`config.mk`:
```
export PLATFORM = sky130hd
export DESIGN_NAME = mem_port_arbiter
export DESIGN_NICKNAME = d
export VERILOG_FILES = /design/src/rtl/mem_port_arbiter.sv
export SDC_FILE = /design/constraint.sdc
export NUM_CORES = 1
export LEC_CHECK = 0
export CORE_AREA = 2 2 116 118
export DETAILED_ROUTE_END_ITERATION = 6
export DIE_AREA = 0 0 118 120
export PLACE_DENSITY = 0.77
export SLEW_MARGIN = 20
export SYNTH_ARGS = -nofsm -noshare
export SYNTH_HDL_FRONTEND = slang
export SYNTH_SLANG_ARGS = --single-unit
```
`constraint.sdc`:
```
create_clock -name clk -period 1.7 [get_ports clk]
set_input_delay 0.34 -clock clk [delete_from_list [all_inputs] [get_ports clk]]
set_output_delay 0.34 -clock clk [all_outputs]
set_load 0.05 [all_outputs]
```
`src/rtl/mem_port_arbiter.sv`:
```
// mem_port_arbiter: two-requester (CPU, DMA) arbiter in front of one
// synchronous single-port RAM. One access in flight at a time:
//   IDLE -> GRANT (memory strobe, winner gnt) -> IDLE for writes
//   IDLE -> GRANT -> RESP (winner rvalid/rdata) -> IDLE for reads
// Build option: define ARB_ROUND_ROBIN_EN to alternate winners on a tie
// (the requester that did not win last time wins); undefined, CPU always
// wins a tie.
// Ports:
//   clk, rst                 clock, synchronous active-high reset
//   cpu_req/we/addr/wdata    CPU access request (held until cpu_gnt)
//   dma_req/we/addr/wdata    DMA access request (held until dma_gnt)
//   cpu_gnt, dma_gnt         access issued to memory this cycle
//   cpu_rvalid/rdata         CPU read response (rdata is 0 when not valid)
//   dma_rvalid/rdata         DMA read response (rdata is 0 when not valid)
//   mem_en/we/addr/wdata     RAM command, mem_rdata RAM read data (1-cycle)
module mem_port_arbiter #(
  parameter int unsigned DW = 32,
  parameter int unsigned AW = 32
) (
  input  logic          clk,
  input  logic          rst,
  input  logic          cpu_req,
  input  logic          cpu_we,
  input  logic [AW-1:0] cpu_addr,
  input  logic [DW-1:0] cpu_wdata,
  input  logic          dma_req,
  input  logic          dma_we,
  input  logic [AW-1:0] dma_addr,
  input  logic [DW-1:0] dma_wdata,
  output logic          cpu_gnt,
  output logic          dma_gnt,
  output logic          cpu_rvalid,
  output logic [DW-1:0] cpu_rdata,
  output logic          dma_rvalid,
  output logic [DW-1:0] dma_rdata,
  output logic          mem_en,
  output logic          mem_we,
  output logic [AW-1:0] mem_addr,
  output logic [DW-1:0] mem_wdata,
  input  logic [DW-1:0] mem_rdata
);

  typedef enum logic [1:0] {
    IDLE  = 2'd0,
    GRANT = 2'd1,
    RESP  = 2'd2
  } state_t;

  // Requester ids
  localparam logic ID_CPU = 1'b0;
  localparam logic ID_DMA = 1'b1;

  state_t        state;
  logic          win_id;      // requester owning the access in flight
  logic          last_grant;  // id of the most recent winner
  logic          cpu_gnt_q;
  logic          dma_gnt_q;
  logic          cpu_rvalid_q;
  logic          dma_rvalid_q;
  logic          mem_en_q;
  logic          mem_we_q;
  logic [AW-1:0] mem_addr_q;
  logic [DW-1:0] mem_wdata_q;
  logic          tie_win;
  logic          pick;

  // Tie-break policy
`ifdef ARB_ROUND_ROBIN_EN
  assign tie_win = ~last_grant;
`else
  // CPU always wins; last_grant is tracked but plays no part here
  assign tie_win = ID_CPU & last_grant;
`endif

  // Winner when at least one request is high
  assign pick = cpu_req ? (dma_req ? tie_win : ID_CPU) : ID_DMA;

  // Arbitration FSM; the memory command registers double as the latched
  // request, so input changes after IDLE cannot reach the access.
  always_ff @(posedge clk) begin
    if (rst) begin
      state        <= IDLE;
      win_id       <= ID_CPU;
      last_grant   <= ID_DMA;
      cpu_gnt_q    <= 1'b0;
      dma_gnt_q    <= 1'b0;
      cpu_rvalid_q <= 1'b0;
      dma_rvalid_q <= 1'b0;
      mem_en_q     <= 1'b0;
      mem_we_q     <= 1'b0;
      mem_addr_q   <= '0;
      mem_wdata_q  <= '0;
    end else begin
      case (state)
        IDLE: begin
          cpu_rvalid_q <= 1'b0;
          dma_rvalid_q <= 1'b0;
          if (cpu_req || dma_req) begin
            state       <= GRANT;
            win_id      <= pick;
            last_grant  <= pick;
            cpu_gnt_q   <= (pick == ID_CPU);
            dma_gnt_q   <= (pick == ID_DMA);
            mem_en_q    <= 1'b1;
            mem_we_q    <= (pick == ID_DMA) ? dma_we    : cpu_we;
            mem_addr_q  <= (pick == ID_DMA) ? dma_addr  : cpu_addr;
            mem_wdata_q <= (pick == ID_DMA) ? dma_wdata : cpu_wdata;
          end
        end
        GRANT: begin
          cpu_gnt_q   <= 1'b0;
          dma_gnt_q   <= 1'b0;
          mem_en_q    <= 1'b0;
          mem_we_q    <= 1'b0;
          mem_addr_q  <= '0;
          mem_wdata_q <= '0;
          if (mem_we_q) begin
            state <= IDLE;
          end else begin
            state        <= RESP;
            cpu_rvalid_q <= (win_id == ID_CPU);
            dma_rvalid_q <= (win_id == ID_DMA);
          end
        end
        RESP: begin
          state        <= IDLE;
          cpu_rvalid_q <= 1'b0;
          dma_rvalid_q <= 1'b0;
        end
        default: begin
          state        <= IDLE;
          cpu_gnt_q    <= 1'b0;
          dma_gnt_q    <= 1'b0;
          cpu_rvalid_q <= 1'b0;
          dma_rvalid_q <= 1'b0;
          mem_en_q     <= 1'b0;
          mem_we_q     <= 1'b0;
          mem_addr_q   <= '0;
          mem_wdata_q  <= '0;
        end
      endcase
    end
  end

  // Reset blanks every output in the same cycle, so an access caught by
  // reset never shows a gnt or rvalid.
  assign cpu_gnt    = cpu_gnt_q & ~rst;
  assign dma_gnt    = dma_gnt_q & ~rst;
  assign cpu_rvalid = cpu_rvalid_q & ~rst;
  assign dma_rvalid = dma_rvalid_q & ~rst;
  assign mem_en     = mem_en_q & ~rst;
  assign mem_we     = mem_we_q & ~rst;
  assign mem_addr   = mem_addr_q & {AW{~rst}};
  assign mem_wdata  = mem_wdata_q & {DW{~rst}};

  // RAM data arrives in the RESP cycle, so it is steered straight through
  assign cpu_rdata = cpu_rvalid ? mem_rdata : '0;
  assign dma_rdata = dma_rvalid ? mem_rdata : '0;

endmodule

```
---- Yosys cells after proc, flatten, opt, wreduce, memory -nomap -nowiden ----
Cells that the tools add are included.
storage, ports and cells
  word-level logic and storage cells ...... 51
  output and inout bits ................... 134
  bits in registers ....................... 73
cells by class
  bitwise logic cells ..................... 12
  eq/ne operators ......................... 3
  muxes and demuxes ....................... 21
  reductions and logical operators ........ 5
operators with widths
  kind                                                                   number
  32-bit 2-to-1 mux                                                      6
  32-bit case mux with 2 select lines                                    2
  32-bit AND                                                             2
  1-bit case mux with 2 select lines                                     4
  1-bit AND                                                              6
  1-bit 2-to-1 mux                                                       6
  2-bit 2-to-1 mux                                                       2
  1-bit NOT                                                              4
  2-bit case mux with 2 select lines                                     1
  2-bit AND reduction                                                    2
  2-bit by 1-bit equality test with 1-bit output, second input constant  1
  2-bit equality test, second input constant                             1
  2-bit logical NOT                                                      1
  2-bit inequality test, second input constant                           1
  2-bit OR reduction                                                     1
  1-bit logical OR                                                       1

---- Logic depth before layout (Yosys ltp) ----
  word-level depth ........................ 3
  gate-level depth with buffers ........... 6

---- Least setup slack after synthesis ----
OpenSTA, ideal clock, no wires.
  path kind ............................... input to output
  start ................................... in rst
  end ..................................... out dma_rdata[22]
  cell stages on the path ................. 3
  slack ................................... -0.311 ns
  buffers on the path ..................... 1
  arrival ................................. 1.671 ns
  required time ........................... 1.360 ns
  cell sequence ........................... nor2b_1 clkbuf_1 and2_1
on the way
  word-level cells in the longest chain between the ends .. 3
RTL lines
  item                line  source
  start: declaration  21    input logic rst,
  1-bit NOT           150   assign dma_rvalid = dma_rvalid_q & ~rst;
  1-bit AND           150
  net dma_rvalid      34    output logic dma_rvalid,
  32-bit 2-to-1 mux   158   assign dma_rdata = dma_rvalid ? mem_rdata : '0;
  end: declaration    35    output logic [DW-1:0] dma_rdata,
The timed path passes the listed nets, and every way through them passes these cells.

---- Final worst setup path ----
  start ................................... reg dma_rvalid_q
  end ..................................... out dma_rdata[20]
on the way
  word-level cells in the longest chain between the ends .. 2
RTL lines
  item                      line  source
  start: declaration        59    logic dma_rvalid_q;
  start signal: assignment  122   dma_rvalid_q <= (win_id == ID_DMA);
  1-bit AND                 150
  32-bit 2-to-1 mux         158
No other way between the ends.

==> flow_summary.html <==
<table>
<tr><th>Metric</th><th>Value</th></tr>
<tr><th colspan="2">Outcome</th></tr>
<tr><td>Result of the run</td><td>finished, final reports clean</td></tr>
<tr><th colspan="2">Floorplanning</th></tr>
<tr><td>Core footprint</td><td>13000 um^2</td></tr>
<tr><td>Count of pins on the block boundary</td><td>300</td></tr>
<tr><td>DIE AREA</td><td>14200 um^2</td></tr>
<tr><td>Die extent in x</td><td>118 um</td></tr>
<tr><td>Site row count</td><td>42</td></tr>
<tr><td>Initial Util</td><td>32.2%</td></tr>
<tr><td>Vertical die dimension</td><td>120 um</td></tr>
<tr><th colspan="2">STA</th></tr>
<tr><td>Post-route minimum period</td><td>1.70 ns</td></tr>
<tr><td>Final critical-path share of the clock period</td><td>99.7%</td></tr>
<tr><td>RSZ-0062 raised after global routing</td><td>true</td></tr>
<tr><td>Slew margin rel.</td><td>70.6%</td></tr>
<tr><td>Maximum clock frequency</td><td>0.590 GHz</td></tr>
<tr><td>Final count of negative-setup-slack endpoints</td><td>0</td></tr>
<tr><td>Worst Max-Slew Pin Slew</td><td>0.441 ns</td></tr>
<tr><td>Worst hold slack across all endpoints</td><td>0.326 ns</td></tr>
<tr><td>Final Skew</td><td>0.0101 ns</td></tr>
<tr><td>Max-slew violation count</td><td>0</td></tr>
<tr><td>Final Hold Fails</td><td>0</td></tr>
<tr><th colspan="2">Worst setup path</th></tr>
<tr><td>Worst Setup Path Type</td><td>reg -&gt; out</td></tr>
<tr><td>Top cell by count, worst path</td><td>sky130_fd_sc_hd__buf_12</td></tr>
<tr><td>CP max stage delay</td><td>0.33 ns</td></tr>
<tr><td>Worst path required time</td><td>1.36 ns</td></tr>
<tr><td>Critical Path Source Type</td><td>flip-flop</td></tr>
<tr><td>Critical Path, Cell by Cell</td><td>nor2b_4 &gt; buf_12 &gt; and2_1 &gt; buf_12</td></tr>
<tr><td>CP Capture Type</td><td>primary output</td></tr>
<tr><td>Buf+Inv Stages, Crit Path</td><td>2</td></tr>
<tr><td>Worst path arrival time</td><td>1.36 ns</td></tr>
<tr><td>Crit path max-delay cell type</td><td>sky130_fd_sc_hd__dfxtp_2</td></tr>
<tr><td>Kind of cell with the highest combined delay on the critical path</td><td>simple AND/OR/NAND/NOR gates</td></tr>
<tr><td>Biggest fanout along the worst timing path</td><td>33</td></tr>
<tr><th colspan="2">Cells and area</th></tr>
<tr><td>N_diodes</td><td>0</td></tr>
<tr><td>Final net count</td><td>917</td></tr>
<tr><td>Synth-to-Final Area Change</td><td>119%</td></tr>
<tr><td># fillers</td><td>929</td></tr>
<tr><td>Final design area excluding fillers</td><td>9160 um^2</td></tr>
<tr><td>Fraction of final layout cells sized beyond drive strength 1</td><td>33.7%</td></tr>
<tr><th colspan="2">Global route</th></tr>
<tr><td>Vias in the first global route</td><td>4475</td></tr>
<tr><td>Number of antenna violations at the first check in global routing</td><td>0</td></tr>
<tr><td>Overall track demand over capacity in global routing</td><td>21.2%</td></tr>
<tr><td>Global-route congestion overflow total</td><td>0</td></tr>
<tr><td>Largest net degree at the start of global routing</td><td>52</td></tr>
<tr><td>Wire length of the first global-routing pass</td><td>23900 um</td></tr>
<tr><th colspan="2">Clock network</th></tr>
<tr><td>Number of clock sinks</td><td>73</td></tr>
<tr><td>Worst-path clk slew</td><td>0.05 ns</td></tr>
<tr><td>Cell chosen for the clock root</td><td>sky130_fd_sc_hd__clkbuf_16</td></tr>
<tr><td>Hold-fix buffers at CTS</td><td>0</td></tr>
<tr><td>Clock buffers created by TritonCTS</td><td>9</td></tr>
<tr><td>Clock tree from TritonCTS</td><td>done</td></tr>
<tr><td>Clock Latency Late Sink</td><td>0.33 ns</td></tr>
<tr><td>Number of H-tree levels</td><td>3</td></tr>
<tr><td>Longest Clk Path Bufs</td><td>2</td></tr>
<tr><td>Number of buffers inserted by post-CTS setup repair</td><td>0</td></tr>
<tr><th colspan="2">Placement</th></tr>
<tr><td>HPWL Detailed</td><td>12100 um</td></tr>
<tr><td>Number of buffers added on ports</td><td>299</td></tr>
<tr><td>Weighted congestion at the end of routability-driven global placement</td><td>0.822</td></tr>
<tr><td>Placement-stage cell area</td><td>8740 um^2</td></tr>
<tr><th colspan="2">Hold path</th></tr>
<tr><td>Worst Hold Class</td><td>in -&gt; reg</td></tr>
<tr><th colspan="2">Synthesis</th></tr>
<tr><td>Cells after Synth</td><td>464</td></tr>
<tr><td>Post-synthesis cell type count</td><td>24</td></tr>
<tr><td>Post-synthesis sequential element count</td><td>73</td></tr>
<tr><td>Net count after synthesis</td><td>630</td></tr>
<tr><td>Count of flip-flops with a built-in enable after synthesis</td><td>0</td></tr>
<tr><td>Proportion of register bits with asynchronous set or reset after synthesis</td><td>0%</td></tr>
<tr><td>Netlist Area Pre-Place</td><td>4180 um^2</td></tr>
<tr><td>Mapped Avg Cell Area</td><td>9.00 um^2</td></tr>
<tr><td>Yosys warning count</td><td>0</td></tr>
<tr><td>Share of the yosys chip area belonging to registers</td><td>35.0%</td></tr>
<tr><td>Prevailing post-synth register cell</td><td>sky130_fd_sc_hd__dfxtp_1</td></tr>
<tr><th colspan="2">Detailed routing</th></tr>
<tr><td>Total number of vias</td><td>4357</td></tr>
<tr><td>First-pass iteration count of the detailed router</td><td>4</td></tr>
<tr><td>Per-cell routed wire length</td><td>16.6 um</td></tr>
<tr><td>DRC viols</td><td>0</td></tr>
<tr><td>Remaining number of nets flagged by the antenna check after routing</td><td>0</td></tr>
<tr><td>Per-cell via count in the routed design</td><td>4.67</td></tr>
<tr><td>Number of DRC violations after detailed-routing iteration 0</td><td>205</td></tr>
<tr><td>Total Wirelength</td><td>15500 um</td></tr>
<tr><th colspan="2">Power and ir drop</th></tr>
<tr><td>Cell area power density</td><td>630 nW/um^2</td></tr>
<tr><td>Worst supply voltage drop on vdd</td><td>0.483 mV</td></tr>
<tr><td>Reported leakage power</td><td>3.75 nW</td></tr>
<tr><th colspan="2">Job</th></tr>
<tr><td>Maximum Capacitance Violations</td><td>0</td></tr>
</table>
==> power by group <==
part	leakage, nW	switching, mW	internal (mW)	total (mW)
logic	3.00	0.906	1.04	1.94
clock network	0.149	0.708	1.22	1.93
registers	0.602	0.0468	1.86	1.91
total	3.75	1.66	4.11	5.77
==> worst reg2reg max path: stages, from the launching register on <==
cell	delay, ns
sky130_fd_sc_hd__dfxtp_1	0.45
sky130_fd_sc_hd__o21bai_4	0.19
sky130_fd_sc_hd__buf_4	0.41
sky130_fd_sc_hd__o32ai_1	0.16
==> layer usage <==
metal / up-vias / global-route usage (%) / wire length [um]
met1: 2007 / 23.4 / 5780
met3: 31 / 6.94 / 1110
met5: - / 0 / 0
met2: 188 / 38.5 / 8280
li1: 2131 / - / -
met4: 0 / 6.55 / 345
==> cells in the final DEF (no fill, tap or decap), types with 3 or more instances in the layout <==
cell type                         count
sky130_fd_sc_hd__a21oi_1              3
sky130_fd_sc_hd__and2_1              10
sky130_fd_sc_hd__and2_2              17
sky130_fd_sc_hd__and2_4              37
sky130_fd_sc_hd__buf_12             142
sky130_fd_sc_hd__buf_4               10
sky130_fd_sc_hd__clkbuf_16            9
sky130_fd_sc_hd__clkdlybuf4s50_1    163
sky130_fd_sc_hd__dfxtp_1             71
sky130_fd_sc_hd__inv_1               42
sky130_fd_sc_hd__mux2_2              26
sky130_fd_sc_hd__mux2i_1             66
sky130_fd_sc_hd__nor2_1              45
sky130_fd_sc_hd__nor2b_1             54
sky130_fd_sc_hd__o32ai_1             40
==> cell families after synthesis <==
group / Yosys count / synth area share, %
compound gates: 47 / 9.53
buf+inv: 81 / 9.44
flops: 73 / 35.0
mux: 92 / 22.8
simple gates: 171 / 23.2
==> Yosys cell counts, drive strengths merged (2+ instances only) <==
master  number  area share [%]
inv         42             3.8
nor3         2            0.51
nand2b       2            0.30
mux2i       66              16
clkbuf       8            0.75
buf         31             4.9
o21ai        2            0.33
a21oi        3            0.36
nor2b       56             8.4
and2        64             9.6
dfxtp       73              35
mux2        26             7.0
o32ai       40             8.4
nor2        46             4.2
==> state kept, by name (all words and copies together), names as in the netlist <==
name          cells
dma_rvalid_q      1
mem_addr_q       32
state             2
win_id            1
cpu_gnt_q         1
dma_gnt_q         1
mem_wdata_q      32
mem_we_q          1
cpu_rvalid_q      1
mem_en_q          1
==> path summary, 6_finish.rpt <==
kind / from / endpoint / slack, ns / cells after the start
max: dma_rvalid_q / dma_rdata[20] / 0.004 / 4
min: cpu_req / win_id / 0.33 / 2
max reg2reg: state[0] / mem_wdata_q[16] / 0.36 / 3
min reg2reg: mem_addr_q[7] / mem_addr_q[7] / 0.49 / 2
==> metrics by stage <==
step / cells / utilization, % / setup WS [ns] / power (mW) / setup TNS, ns
after floorplan: 464 / - / -0.0628 / 2.86 / -2.55
after global placement: 916 / 67.4 / -0.00992 / 3.82 / -0.308
after detailed placement: 916 / 67.4 / -0.0677 / 3.87 / -2.82
after CTS: 932 / 70.2 / -0.0256 / 5.82 / -0.340
after global routing: 932 / 70.6 / -0.0714 / 6.01 / -1.95
final: 932 / 70.6 / 0.00440 / 5.77 / 0
==> final cells by class <==
type / count / area (um^2) / share of cell area, %
clock buffer: 12 / 256 / 2.80
clock inverter: 4 / 51.3 / 0.560
inverter: 42 / 158 / 1.72
multi-input combinational: 310 / 2460 / 26.9
sequential: 73 / 1460 / 16.0
tap: 176 / 220 / 2.40
timing repair buffer: 315 / 4550 / 49.7
==> timing repair <==
item                                    CTS  global route
endpoints found under the setup margin   64            64
gates resized for setup                  21            22
pin swaps                                 0             7
endpoints found under the hold margin     0             0
Note: power is estimated with default switching activity, not from simulation.
